[src/rtl/zap_mem_align_buffer.sv]
// zap_mem_align_buffer: aligns/extends load data, passes non-load results, buffers in a DEPTH-entry FIFO.
// Latency: a beat pushed into an empty buffer is presented on o_valid/o_data the next cycle.
// Backpressure: o_ready depends only on registered occupancy; a full buffer holds beats until i_ready.
//
// Ports:
//   i_clk, i_reset (sync, active-high), i_clear (flush, wins over push/pop)
//   upstream:   i_valid/o_ready, i_load, i_addr, i_size, i_signed, i_rd_data,
//               i_pass_data, i_dest_index, i_fault
//   downstream: o_valid/i_ready, o_data, o_dest_index, o_load, o_fault, o_count
//
// Optional build macro: ZAP_MEM_ALIGN_BIG_ENDIAN_EN reverses the byte lanes of
// i_rd_data before lane selection (BE-32 load view). i_pass_data is never reversed.
module zap_mem_align_buffer #(
  parameter int DATA_WDT = 32,
  parameter int DEPTH    = 2,
  parameter int IDX_WDT  = 6
) (
  input  logic                          i_clk,
  input  logic                          i_reset,
  input  logic                          i_clear,
  input  logic                          i_valid,
  output logic                          o_ready,
  input  logic                          i_load,
  input  logic [$clog2(DATA_WDT/8)-1:0] i_addr,
  input  logic [1:0]                    i_size,
  input  logic                          i_signed,
  input  logic [DATA_WDT-1:0]           i_rd_data,
  input  logic [DATA_WDT-1:0]           i_pass_data,
  input  logic [IDX_WDT-1:0]            i_dest_index,
  input  logic [1:0]                    i_fault,
  output logic                          o_valid,
  input  logic                          i_ready,
  output logic [DATA_WDT-1:0]           o_data,
  output logic [IDX_WDT-1:0]            o_dest_index,
  output logic                          o_load,
  output logic [1:0]                    o_fault,
  output logic [$clog2(DEPTH):0]        o_count
);

  localparam int NB = DATA_WDT / 8;
  localparam int AW = $clog2(NB);
  localparam int PW = $clog2(DEPTH);
  localparam int CW = PW + 1;
  localparam logic [CW-1:0] FULL_CNT = CW'(DEPTH);

  localparam logic [1:0] ST_EMPTY = 2'd0;
  localparam logic [1:0] ST_PART  = 2'd1;
  localparam logic [1:0] ST_FULL  = 2'd2;

  // ---------------------------------------------------------------------------
  // Load alignment (computed at push, stored final)
  // ---------------------------------------------------------------------------
  logic [DATA_WDT-1:0] rd_view;

`ifdef ZAP_MEM_ALIGN_BIG_ENDIAN_EN
  always_comb begin
    rd_view = '0;
    for (int i = 0; i < NB; i++) begin
      rd_view[8*i +: 8] = i_rd_data[8*(NB-1-i) +: 8];
    end
  end
`else
  assign rd_view = i_rd_data;
`endif

  logic [7:0]          byte_v;
  logic [15:0]         half_v;
  logic [31:0]         word_v;
  logic [31:0]         word_rot;
  logic [DATA_WDT-1:0] aligned;

  assign byte_v = rd_view[{i_addr, 3'b000} +: 8];
  // Half lane comes from the upper address bits; i_addr[0] is ignored.
  assign half_v = rd_view[{i_addr[AW-1:1], 4'b0000} +: 16];

  if (DATA_WDT == 64) begin : g_word64
    assign word_v = i_addr[AW-1] ? rd_view[63:32] : rd_view[31:0];
  end else begin : g_word32
    assign word_v = rd_view[31:0];
  end

  // Unaligned word loads rotate right by the byte offset (ARM-style).
  always_comb begin
    word_rot = word_v;
    case (i_addr[1:0])
      2'd1:    word_rot = {word_v[7:0],  word_v[31:8]};
      2'd2:    word_rot = {word_v[15:0], word_v[31:16]};
      2'd3:    word_rot = {word_v[23:0], word_v[31:24]};
      default: word_rot = word_v;
    endcase
  end

  always_comb begin
    aligned = '0;
    if (!i_load) begin
      aligned = i_pass_data;
    end else begin
      case (i_size)
        2'd0:    aligned = {{(DATA_WDT-8){i_signed & byte_v[7]}}, byte_v};
        2'd1:    aligned = {{(DATA_WDT-16){i_signed & half_v[15]}}, half_v};
        2'd2:    aligned[31:0] = word_rot;
        default: begin
          // Doubleword only exists on a 64-bit path; a 32-bit path treats it as word.
          if (DATA_WDT == 64) aligned = rd_view;
          else                aligned[31:0] = word_rot;
        end
      endcase
    end
  end

  // ---------------------------------------------------------------------------
  // FIFO control
  // ---------------------------------------------------------------------------
  logic [PW-1:0] wr_ptr_q, wr_ptr_d;
  logic [PW-1:0] rd_ptr_q, rd_ptr_d;
  logic [CW-1:0] count_q, count_d;
  logic [1:0]    state_q, state_d;
  logic          push, pop;

  assign o_ready = (state_q != ST_FULL);
  assign o_valid = (state_q != ST_EMPTY);
  assign push    = i_valid & o_ready;
  assign pop     = o_valid & i_ready;

  always_comb begin
    wr_ptr_d = wr_ptr_q;
    rd_ptr_d = rd_ptr_q;
    count_d  = count_q;
    state_d  = state_q;
    if (i_clear) begin
      wr_ptr_d = '0;
      rd_ptr_d = '0;
      count_d  = '0;
    end else begin
      if (push) wr_ptr_d = wr_ptr_q + 1'b1;
      if (pop)  rd_ptr_d = rd_ptr_q + 1'b1;
      case ({push, pop})
        2'b10:   count_d = count_q + 1'b1;
        2'b01:   count_d = count_q - 1'b1;
        default: count_d = count_q;
      endcase
    end
    // State is a registered decode of the next occupancy so o_ready/o_valid
    // come straight from flops.
    if (count_d == '0)          state_d = ST_EMPTY;
    else if (count_d == FULL_CNT) state_d = ST_FULL;
    else                        state_d = ST_PART;
  end

  always_ff @(posedge i_clk) begin
    if (i_reset) begin
      wr_ptr_q <= '0;
      rd_ptr_q <= '0;
      count_q  <= '0;
      state_q  <= ST_EMPTY;
    end else begin
      wr_ptr_q <= wr_ptr_d;
      rd_ptr_q <= rd_ptr_d;
      count_q  <= count_d;
      state_q  <= state_d;
    end
  end

  // ---------------------------------------------------------------------------
  // Storage (not reset; head fields are don't-care while o_valid=0)
  // ---------------------------------------------------------------------------
  logic [DATA_WDT-1:0] data_mem_q  [DEPTH];
  logic [IDX_WDT-1:0]  idx_mem_q   [DEPTH];
  logic                load_mem_q  [DEPTH];
  logic [1:0]          fault_mem_q [DEPTH];

  always_ff @(posedge i_clk) begin
    if (push && !i_clear) begin
      data_mem_q[wr_ptr_q]  <= aligned;
      idx_mem_q[wr_ptr_q]   <= i_dest_index;
      load_mem_q[wr_ptr_q]  <= i_load;
      fault_mem_q[wr_ptr_q] <= i_fault;
    end
  end

  assign o_data       = data_mem_q[rd_ptr_q];
  assign o_dest_index = idx_mem_q[rd_ptr_q];
  assign o_load       = load_mem_q[rd_ptr_q];
  assign o_fault      = fault_mem_q[rd_ptr_q];
  assign o_count      = count_q;

endmodule

[config.mk]
export PLATFORM = sky130hd
export DESIGN_NAME = zap_mem_align_buffer
export DESIGN_NICKNAME = d
export VERILOG_FILES = /design/src/rtl/zap_mem_align_buffer.sv
export SDC_FILE = /design/constraint.sdc
export NUM_CORES = 1
export LEC_CHECK = 0
export BUFFER_PORTS_ARGS = -buffer_cell sky130_fd_sc_hd__buf_2
export CAP_MARGIN = 20
export CORE_MARGIN = 2
export CORE_UTILIZATION = 45
export CTS_BUF_LIST = sky130_fd_sc_hd__clkbuf_8
export DETAILED_ROUTE_END_ITERATION = 7
export PLACE_DENSITY_LB_ADDON = 0.1
export SETUP_SLACK_MARGIN = 0.05
export SYNTH_ARGS = -nofsm -noshare
export SYNTH_HDL_FRONTEND = slang
export SYNTH_SLANG_ARGS = --single-unit
[constraint.sdc]
create_clock -name i_clk -period 7.98 [get_ports i_clk]
set_clock_uncertainty 0.1 [all_clocks]
set_input_delay 0.798 -clock i_clk [delete_from_list [all_inputs] [get_ports i_clk]]
set_output_delay 0.798 -clock i_clk [all_outputs]
set_load 0.005 [all_outputs]
==> flow_summary_export.csv, run 1 <==
group,metric,value,unit
placement,place_congestion,0.827,
run_status,outcome,"finished clean",
yosys,yosys.area.top_type,"edfxtp_1",
placement,hpwlAfterDp,7510,um
cells_and_area,syn2layout_area_growth,21.4,%
cts,cts_max_level,3,
sta,fin_hold_ws,0.422,ns
placement,place_area,0.00529,mm2
routing,wire_per_inst,18.6,um
power,clock_power_share,0.350,
worst_hold_path,hold_start,"wr_ptr_q",
cts,clk_pin_slew_worst_paths,0.08,ns
floorplanning,ios,128,
placement,port_buffers,127,
power,leakage,2.12,nW
yosys,synth-edff-count,82,
sta,fin_setup_tns,0,ns
critical_path,crit_path_start_kind,"primary input",
yosys,synth.top_cell.area_share,0.539,
sta,worstMarginPinSlew,0.964,ns
floorplanning,dieArea,0.0110,mm2
cts,clkSinkCount,89,
yosys,async_flop_share,0,
sta,min_period_over_period,0.329,
routing,post_drt_via_cell_ratio,5.53,
cells_and_area,final_area,0.00555,mm2
worst_hold_path,hp-class,"reg -> reg",
cts,cts_made_buffers,9,
sta,setup_viol,0,
yosys,synthMostInstantiatedCell,"edfxtp_1",
power,p_comb_frac,0.144,
routing,drt-initial-drc-count,201,
yosys,yosysSeqAreaShare,0.570,
power,p_sw,0.246,mW
routing,dr.pass1.iters,5,
cts,cts_tree,"yes",
run,maxCapViolations,0,
yosys,ys_top_cells_by_count,"edfxtp_1, mux2_2, mux2i_1, mux4_2, a22oi_1",
cts,clk-insertion-delay-late,0.35,ns
cts,clockRootBuffer,"clkbuf_8",
critical_path,rr_startpoint,"state_q[1]",
cts,cts_resized,0,
cts,cts.hold.buffers_added,0,
routing,antenna_left,0,
cts,postCtsSetupBuffers,0,
grt,grt_pass1_vias,3136,
power,p_per_area,191,mW/mm2
critical_path,crit_required,7.99,ns
cells_and_area,antenna_cells,0,
grt,grt_overflow,0,
yosys,syn_inst,321,
yosys,ys_top_cells_by_area,"edfxtp_1, mux2_2, mux4_2",
floorplanning,fp.dieH,105,um
yosys,synthFlopType,"edfxtp_1",
yosys,yosysWarningCount,0,
sta,slew_violations,0,
grt,grt_pass1_wl,16600,um
sta,rsz0062_at_grt,"no",
yosys,syn-num-nets,405,
yosys,synth.ff_latch_count,89,
routing,num_vias,3183,
critical_path,path_max_fanout,49,
sta,max_freq,381,MHz
cts,cts_buffer_depth,2,
cells_and_area,finalNonFillerCells,576,
routing,drc,0,
grt,antenna_found_initial,0,
floorplanning,row_count,36,
sta,period_needed,2.63,ns
critical_path,crit_start,"i_addr[1]",
routing,route.final.wire_length,10700,um
power,intPower,0.814,mW
floorplanning,die_w,105,um
critical_path,path_class,"in -> reg",
floorplanning,core_region_area,0.00982,mm2
yosys,postSynthAreaPerCell,14.2,um2
critical_path,end_kind,"flop",
placement,post-place-ws,4.96,ns
yosys,synth.distinct_cells,36,
critical_path,worst-endpoint-arrival,2.63,ns
sta,hold_viol_final,0,
yosys,syn_area,0.00457,mm2
power,swShare,0.232,
cells_and_area,layout.nets,522,
sta,worst_slack,5.35,ns
power,seq_power_share,0.506,
floorplanning,start_util,0.465,
grt,grt_max_degree,50,
placement,dp_cells,559,
grt,grtUsageTotal,0.199,
cells_and_area,drive_gt1_frac,0.479,
power,irDropWorstVdd,0.0981,mV
sta,relSlewSlack,0.357,
-- metal layers --
layer / track usage / wire (um) / vias up
li1: - / - / 1519
met1: 0.254 / 4420 / 1502
met2: 0.325 / 5230 / 135
met3: 0.0474 / 775 / 27
met4: 0.0819 / 275 / 0
met5: 0 / 0 / -
-- critical path, cell delays in order --
cell and delay, ns:
buf_2 0.07, buf_4 0.51, mux4_2 0.58, a21o_1 0.27
o32a_1 0.40
-- kinds of logic (layout without fill, tap and decap cells) --
kind of cell | after synthesis | after routing | share of synthesized area
AOI/OAI and AO/OA | 71 | 71 | 0.107
xor gates and xnor gates | 3 | 3 | 0.00575
adders and majority gates | 1 | 1 | 0.00274
buffers and inverters | 29 | 151 | 0.0301
DFF | 89 | 89 | 0.570
muxes | 77 | 77 | 0.227
and+or+nand+nor | 51 | 51 | 0.0572
-- power groups by stage --
stage               registers (mW)  clock network (mW)  logic, mW
global route                 0.538               0.397      0.168
floorplan                    0.546                   0     0.0921
finish                       0.536               0.371      0.153
global placement             0.548                   0      0.149
detailed placement           0.549                   0      0.151
CTS                          0.538               0.380      0.152
-- layout make-up --
cell class | instances | area, um2
Clock inverter | 7 | 116
Fill cell | 866 | 4270
Clock buffer | 9 | 124
Multi-Input combinational cell | 203 | 1840
Inverter | 3 | 11.3
Sequential cell | 89 | 2600
Timing Repair Buffer | 132 | 686
Tap cell | 133 | 166
-- flip-flops by register name, indices dropped and copies added (netlist names), named ones only --
name	count
data_mem_q	64
o_count	2
state_q	2
wr_ptr_q	1
fault_mem_q	4
load_mem_q	2
rd_ptr_q	1
idx_mem_q	12
-- worst paths after layout --
path | to | slack, ns | cells after the start
max reg2reg | state_q[1] | 6.17 | 6
max | data_mem_q[0][11] | 5.35 | 5
min | wr_ptr_q | 0.42 | 2
min reg2reg | wr_ptr_q | 0.42 | 2
-- placed cells by master (no fill, tap or decap), types with 2 or more instances in the layout --
cell type    n
o31ai_1      8
nor2b_1      8
buf_4        4
and3_1       8
or3_1        2
mux4_2      17
clkbuf_8     9
inv_1        3
dfxtp_1      6
a221oi_1     7
o32a_1       8
bufinv_16    3
or2_2        2
buf_2      127
a22oi_1     16
o21ai_0     14
o21ai_1      4
mux2_2      43
nor2_1      14
nand2_1     10
edfxtp_1    82
inv_6        2
a21oi_1     10
xnor2_1      2
nand2b_1     2
mux2i_1     17
-- stage by stage --
stage,utilization,power (mW)
2_1_floorplan,-,0.638
3_3_place_gp,0.538,0.697
3_5_place_dp,0.538,0.700
4_1_cts,0.563,1.07
5_1_grt,0.565,1.10
6_report,0.565,1.06
Note: power is estimated with default switching activity, not from simulation.
==> run 2, diff against run 1 <==
==> constraint.sdc (replaced) <==
create_clock -name i_clk -period 2.3 [get_ports i_clk]
set_clock_uncertainty 0.1 [all_clocks]
set_input_delay 0.23 -clock i_clk [delete_from_list [all_inputs] [get_ports i_clk]]
set_output_delay 0.23 -clock i_clk [all_outputs]
set_load 0.005 [all_outputs]
==> run 2 against run 1 <==
  * Critical path depth fell by 2
  * Final cell count rose by 3.3%
  * Routed wire length rose by 4.1%
  * Core utilization rose by 1.5 points
  * First-iteration DRC count fell by 35%
  * Largest power group unchanged
  * Highest routed layer unchanged
==> flow_summary_export.csv, run 2 (synthesized netlist as in run 1, its figures left out) <==
group,metric,value,unit
placement,post-place-ws,0.348,ns
power,clock_power_share,0.305,
sta,relSlewSlack,0.712,
sta,max_freq,497,MHz
cts,cts_made_buffers,9,
cells_and_area,syn2layout_area_growth,24.6,%
critical_path,reg2reg_slack,0.40,ns
critical_path,crit_path_start_kind,"flop",
grt,grt_max_degree,49,
critical_path,worst-endpoint-arrival,1.68,ns
cts,postCtsSetupBuffers,0,
floorplanning,fp.dieH,105,um
floorplanning,start_util,0.465,
routing,num_vias,3347,
grt,grt_overflow,0,
critical_path,path_max_fanout,30,
worst_hold_path,hp-class,"in -> reg",
sta,setup_viol,0,
cts,clk_pin_slew_worst_paths,0.08,ns
critical_path,crit_required,1.97,ns
cts,clockRootBuffer,"clkbuf_8",
sta,worst_slack,0.288,ns
cells_and_area,final_area,0.00569,mm2
routing,wl_met2,5690,um
grt,grt_pass1_vias,3356,
sta,period_needed,2.01,ns
cts,cts_resized,0,
routing,top_layer_used,"met4",
routing,antenna_left,0,
critical_path,crit_chain,"buf_12, mux2_2, buf_2",
critical_path,end_kind,"output port",
cells_and_area,top_regs,"data_mem_q x64, idx_mem_q x12, fault_mem_q x4",
sta,hold_viol_final,0,
cells_and_area,final_cell_mix,"buf_2, edfxtp_1, mux2_2, mux2i_1, mux4_2",
floorplanning,row_count,36,
sta,slew_violations,0,
placement,hpwlAfterDp,8030,um
cts,clk-insertion-delay-late,0.36,ns
grt,grtUsageTotal,0.209,
routing,drt-initial-drc-count,130,
cts,cts_buffer_depth,2,
power,p_per_area,613,mW/mm2
routing,route.final.wire_length,11100,um
worst_hold_path,hold_depth,3,
routing,drc,0,
power,intPower,2.63,mW
floorplanning,dieArea,0.0110,mm2
cells_and_area,antenna_cells,0,
routing,post_drt_via_cell_ratio,5.63,
cells_and_area,n_fill_cell,877,
critical_path,rr_startpoint,"state_q[1]",
sta,rsz0062_at_grt,"no",
cells_and_area,largest_register,"data_mem_q",
cells_and_area,drive_gt1_frac,0.489,
grt,antenna_found_initial,0,
worst_hold_path,hold_start,"i_reset",
critical_path,worst_r2r_endpoint,"state_q[1]",
cells_and_area,largest_reg_flops,64,
power,p_sw,0.864,mW
routing,wire_per_inst,18.7,um
power,leakage,2.20,nW
critical_path,critPathSlowestCell,"dfxtp_2",
placement,port_buffers,127,
worst_hold_path,hold_path_end,"state_q[0]",
routing,met3WireLength,567,um
routing,met1_length,4660,um
cells_and_area,layout_commonest_cell,"buf_2",
cts,cts_max_level,3,
critical_path,cpPeakStageDelay,0.54,ns
sta,worstMarginPinSlew,0.429,ns
power,seq_power_share,0.533,
sta,fin_setup_tns,0,ns
floorplanning,core_region_area,0.00982,mm2
sta,min_period_over_period,0.875,
power,irDropWorstVdd,0.287,mV
floorplanning,die_w,105,um
run_status,outcome,"finished clean",
placement,place_area,0.00542,mm2
routing,dr.pass1.iters,4,
cts,cts_tree,"yes",
cts,clkSinkCount,89,
cts,cts.hold.buffers_added,8,
grt,grt_pass1_wl,17400,um
placement,place_congestion,0.880,
critical_path,r2r_cells,6,
power,p_comb_frac,0.162,
run,maxCapViolations,0,
power,swShare,0.247,
cells_and_area,layout.nets,541,
floorplanning,ios,128,
critical_path,path_class,"reg -> out",
-- run 2: changes by cell type in the layout (fill, tap and decap cells not counted), sizes merged --
| cell | before | now |
|---|---|---|
| buf | 132 | 143 |
| dlygate4sd3 | 0 | 8 |
| clkinv | 2 | 5 |
| bufinv | 3 | 1 |
| inv | 5 | 4 |
-- run 2: power by group through the flow --
stage / combinational (mW) / sequential (mW) / clock, mW
after floorplan: 0.323 / 1.89 / 0
after global placement: 0.548 / 1.90 / 0
after detailed placement: 0.557 / 1.90 / 0
after CTS: 0.569 / 1.86 / 1.08
after global routing: 0.618 / 1.87 / 1.14
final: 0.565 / 1.86 / 1.06
-- run 2: how the worst max path moves through the flow --
stage               cells after the start        from                 to  slack (ns)
floorplan                               4  state_q[1]   data_mem_q[1][0]        0.06
global placement                        5   i_addr[0]  data_mem_q[0][26]        0.39
detailed placement                      5   i_addr[0]  data_mem_q[0][26]        0.35
CTS                                     3        flop         o_data[20]        0.26
global route                            3        flop         o_data[20]        0.21
finish                                  3        flop         o_data[20]        0.29
-- run 2: routing by layer --
layer,GRT usage,vias up
met3,0.0405,19
met1,0.264,1657
met2,0.354,120
li1,-,1551
met4,0.0800,0
met5,0,-
-- run 2: critical path: cells and delay by family (launching register included) --
kind	cells	cell delay, ns
flops	1	0.54
buf+inv	2	0.39
mux	1	0.38
-- run 2: area by class of cell --
| type | count | area, um2 | share of cell area |
|---|---|---|---|
| sequential | 89 | 2600 | 0.457 |
| multi-input combinational | 203 | 1860 | 0.326 |
| timing repair buffer | 151 | 861 | 0.151 |
| tap | 133 | 166 | 0.0292 |
| clock buffer | 9 | 124 | 0.0218 |
| clock inverter | 7 | 70.1 | 0.0123 |
| inverter | 3 | 11.3 | 0.00198 |
-- run 2: metrics by stage --
| step | utilization | hold slack (ns) | power, mW | instances |
|---|---|---|---|---|
| 4_1_cts | 0.580 | 0.0840 | 3.51 | 595 |
| 3_3_place_gp | 0.552 | 0.319 | 2.44 | 571 |
| 5_1_grt | 0.580 | 0.105 | 3.62 | 595 |
| 2_1_floorplan | - | 0.229 | 2.22 | 321 |
| 6_report | 0.580 | 0.0941 | 3.49 | 595 |
| 3_5_place_dp | 0.552 | 0.324 | 2.46 | 571 |
==> run 3, diff against run 2 <==
--- a/config.mk
+++ b/config.mk
@@ -7,7 +7,6 @@
 export LEC_CHECK = 0
 export BUFFER_PORTS_ARGS = -buffer_cell sky130_fd_sc_hd__buf_2
 export CAP_MARGIN = 20
-export CORE_MARGIN = 2
 export CORE_UTILIZATION = 45
 export CTS_BUF_LIST = sky130_fd_sc_hd__clkbuf_8
 export DETAILED_ROUTE_END_ITERATION = 7
==> constraint.sdc (replaced) <==
create_clock -name i_clk -period 2.3 [get_ports i_clk]
set_clock_uncertainty 0.1 [all_clocks]
set_input_delay 0.46 -clock i_clk [delete_from_list [all_inputs] [get_ports i_clk]]
set_output_delay 0.46 -clock i_clk [all_outputs]
set_load 0.005 [all_outputs]
==> run 3 against run 2 <==
  * Final cell count is 1.8% lower
  * Setup slack worse by 0.056 ns
  * Sequential share of layout area is 0.29 points higher
  * Sequential power hardly changed
  * Largest power group unchanged
==> flow_summary_export.csv, run 3 (synthesized netlist as in run 1, its figures left out) <==
group,metric,value,unit
run_status,outcome,"finished clean",
cts,clkSinkCount,89,
cells_and_area,largest_reg_flops,64,
worst_hold_path,hold_path_end,"fault_mem_q[1][0]",
sta,max_freq,484,MHz
critical_path,cpPeakStageDelay,0.40,ns
critical_path,reg2reg_slack,0.49,ns
worst_hold_path,hold_start,"i_fault[0]",
floorplanning,die_w,103,um
grt,grtUsageTotal,0.213,
critical_path,crit_buf_inv,2,
power,p_per_area,637,mW/mm2
cells_and_area,syn2layout_area_growth,23.8,%
floorplanning,row_count,36,
grt,grt_max_degree,43,
floorplanning,dieArea,0.0106,mm2
floorplanning,start_util,0.465,
sta,worstMarginPinSlew,0.542,ns
cells_and_area,drive_gt1_frac,0.494,
grt,grt_pass1_vias,3219,
routing,wire_per_inst,18.5,um
worst_hold_path,hold_depth,1,
routing,route.final.wire_length,10800,um
critical_path,worst_r2r_endpoint,"state_q[1]",
cts,postCtsSetupBuffers,0,
cts,clk-insertion-delay-late,0.36,ns
cells_and_area,final-seq-area,0.00260,mm2
placement,port_buffers,127,
cells_and_area,layout.nets,530,
cts,clockRootBuffer,"clkbuf_8",
cts,cts_max_level,3,
sta,relSlewSlack,0.636,
critical_path,path_class,"reg -> out",
cts,cts_tree,"yes",
placement,dp_cells,568,
cts,cts.hold.buffers_added,0,
routing,drt-initial-drc-count,96,
critical_path,crit_path_start_kind,"flop",
sta,setup_viol,0,
sta,hold_viol_final,0,
critical_path,crit_chain,"buf_12, mux2_2, buf_2",
power,irDropWorstVdd,0.270,mV
grt,grt_overflow,0,
sta,fin_setup_tns,0,ns
cells_and_area,n_fill_cell,851,
sta,period_needed,2.07,ns
critical_path,crit_required,1.74,ns
routing,antenna_left,0,
cells_and_area,layout_commonest_cell,"buf_2",
run,maxCapViolations,0,
critical_path,rr_startpoint,"state_q[1]",
sta,min_period_over_period,0.899,
routing,drc,0,
critical_path,critPathSlowestCell,"mux2_2",
routing,dr.pass1.iters,5,
cells_and_area,top_regs,"data_mem_q x64, idx_mem_q x12, fault_mem_q x4",
cells_and_area,multi_input_area,0.00186,mm2
critical_path,worst-endpoint-arrival,1.51,ns
worst_hold_path,hp-class,"in -> reg",
placement,place_congestion,0.891,
cts,cts_resized,0,
critical_path,end_kind,"output port",
floorplanning,ios,128,
grt,grt_pass1_wl,16300,um
critical_path,path_max_fanout,41,
grt,antenna_found_initial,0,
cells_and_area,final_cell_mix,"buf_2, edfxtp_1, mux2_2, mux2i_1, mux4_2",
cts,clk_pin_slew_worst_paths,0.09,ns
cts,cts_buffer_depth,2,
critical_path,cp_top_family,"multiplexers",
routing,post_drt_via_cell_ratio,5.56,
power,leakage,2.17,nW
routing,num_vias,3245,
sta,slew_violations,0,
critical_path,r2r_cells,6,
placement,hpwlAfterDp,7600,um
floorplanning,core_region_area,0.00982,mm2
cts,cts_made_buffers,9,
cells_and_area,finalNonFillerCells,584,
cells_and_area,largest_register,"data_mem_q",
cells_and_area,antenna_cells,0,
sta,rsz0062_at_grt,"no",
floorplanning,fp.dieH,103,um
-- run 3: worst max path at each step --
stage / from / to / slack [ns] / cells after the start
3_5_place_dp: i_addr[1] / data_mem_q[1][13] / 0.14 / 4
2_1_floorplan: state_q[1] / data_mem_q[1][0] / 0.06 / 4
4_1_cts: flop / o_data[20] / 0.22 / 3
5_1_grt: flop / o_data[20] / 0.18 / 3
6_report: flop / o_data[20] / 0.23 / 3
3_3_place_gp: i_addr[1] / data_mem_q[1][13] / 0.17 / 4
-- run 3: per-layer routing --
layer | wire length, um | GRT usage | vias to the layer above
met3 | 669 | 0.0468 | 7
met2 | 5570 | 0.364 | 93
met4 | 85 | 0.0932 | 0
met1 | 4450 | 0.260 | 1611
met5 | 0 | 0 | -
li1 | - | - | 1534
-- run 3: metrics by stage --
step                setup WS, ns  area [um2]  power (mW)  utilization  hold WS, ns
global placement           0.172        5430        2.44        0.553        0.398
detailed placement         0.141        5430        2.45        0.553        0.416
finish                     0.232        5660        3.60        0.576        0.181
global route               0.178        5660        3.74        0.576        0.163
CTS                        0.219        5660        3.63        0.576        0.167
floorplan                 0.0606        4600        2.22            -        0.381
-- run 3: where the power goes --
group | leakage [nW] | switching, mW | internal [mW]
Combinational | 1.24 | 0.283 | 0.272
Clock | 0.112 | 0.567 | 0.621
Sequential | 0.814 | 0.0142 | 1.84
-- run 3: final cells by class --
class / instances / area share
inverters: 3 / 0.00199
multi-input cells: 203 / 0.328
clock inverters: 7 / 0.0175
well taps: 133 / 0.0294
flip-flops and latches: 89 / 0.460
repair buffers: 140 / 0.141
clock buffers: 9 / 0.0219
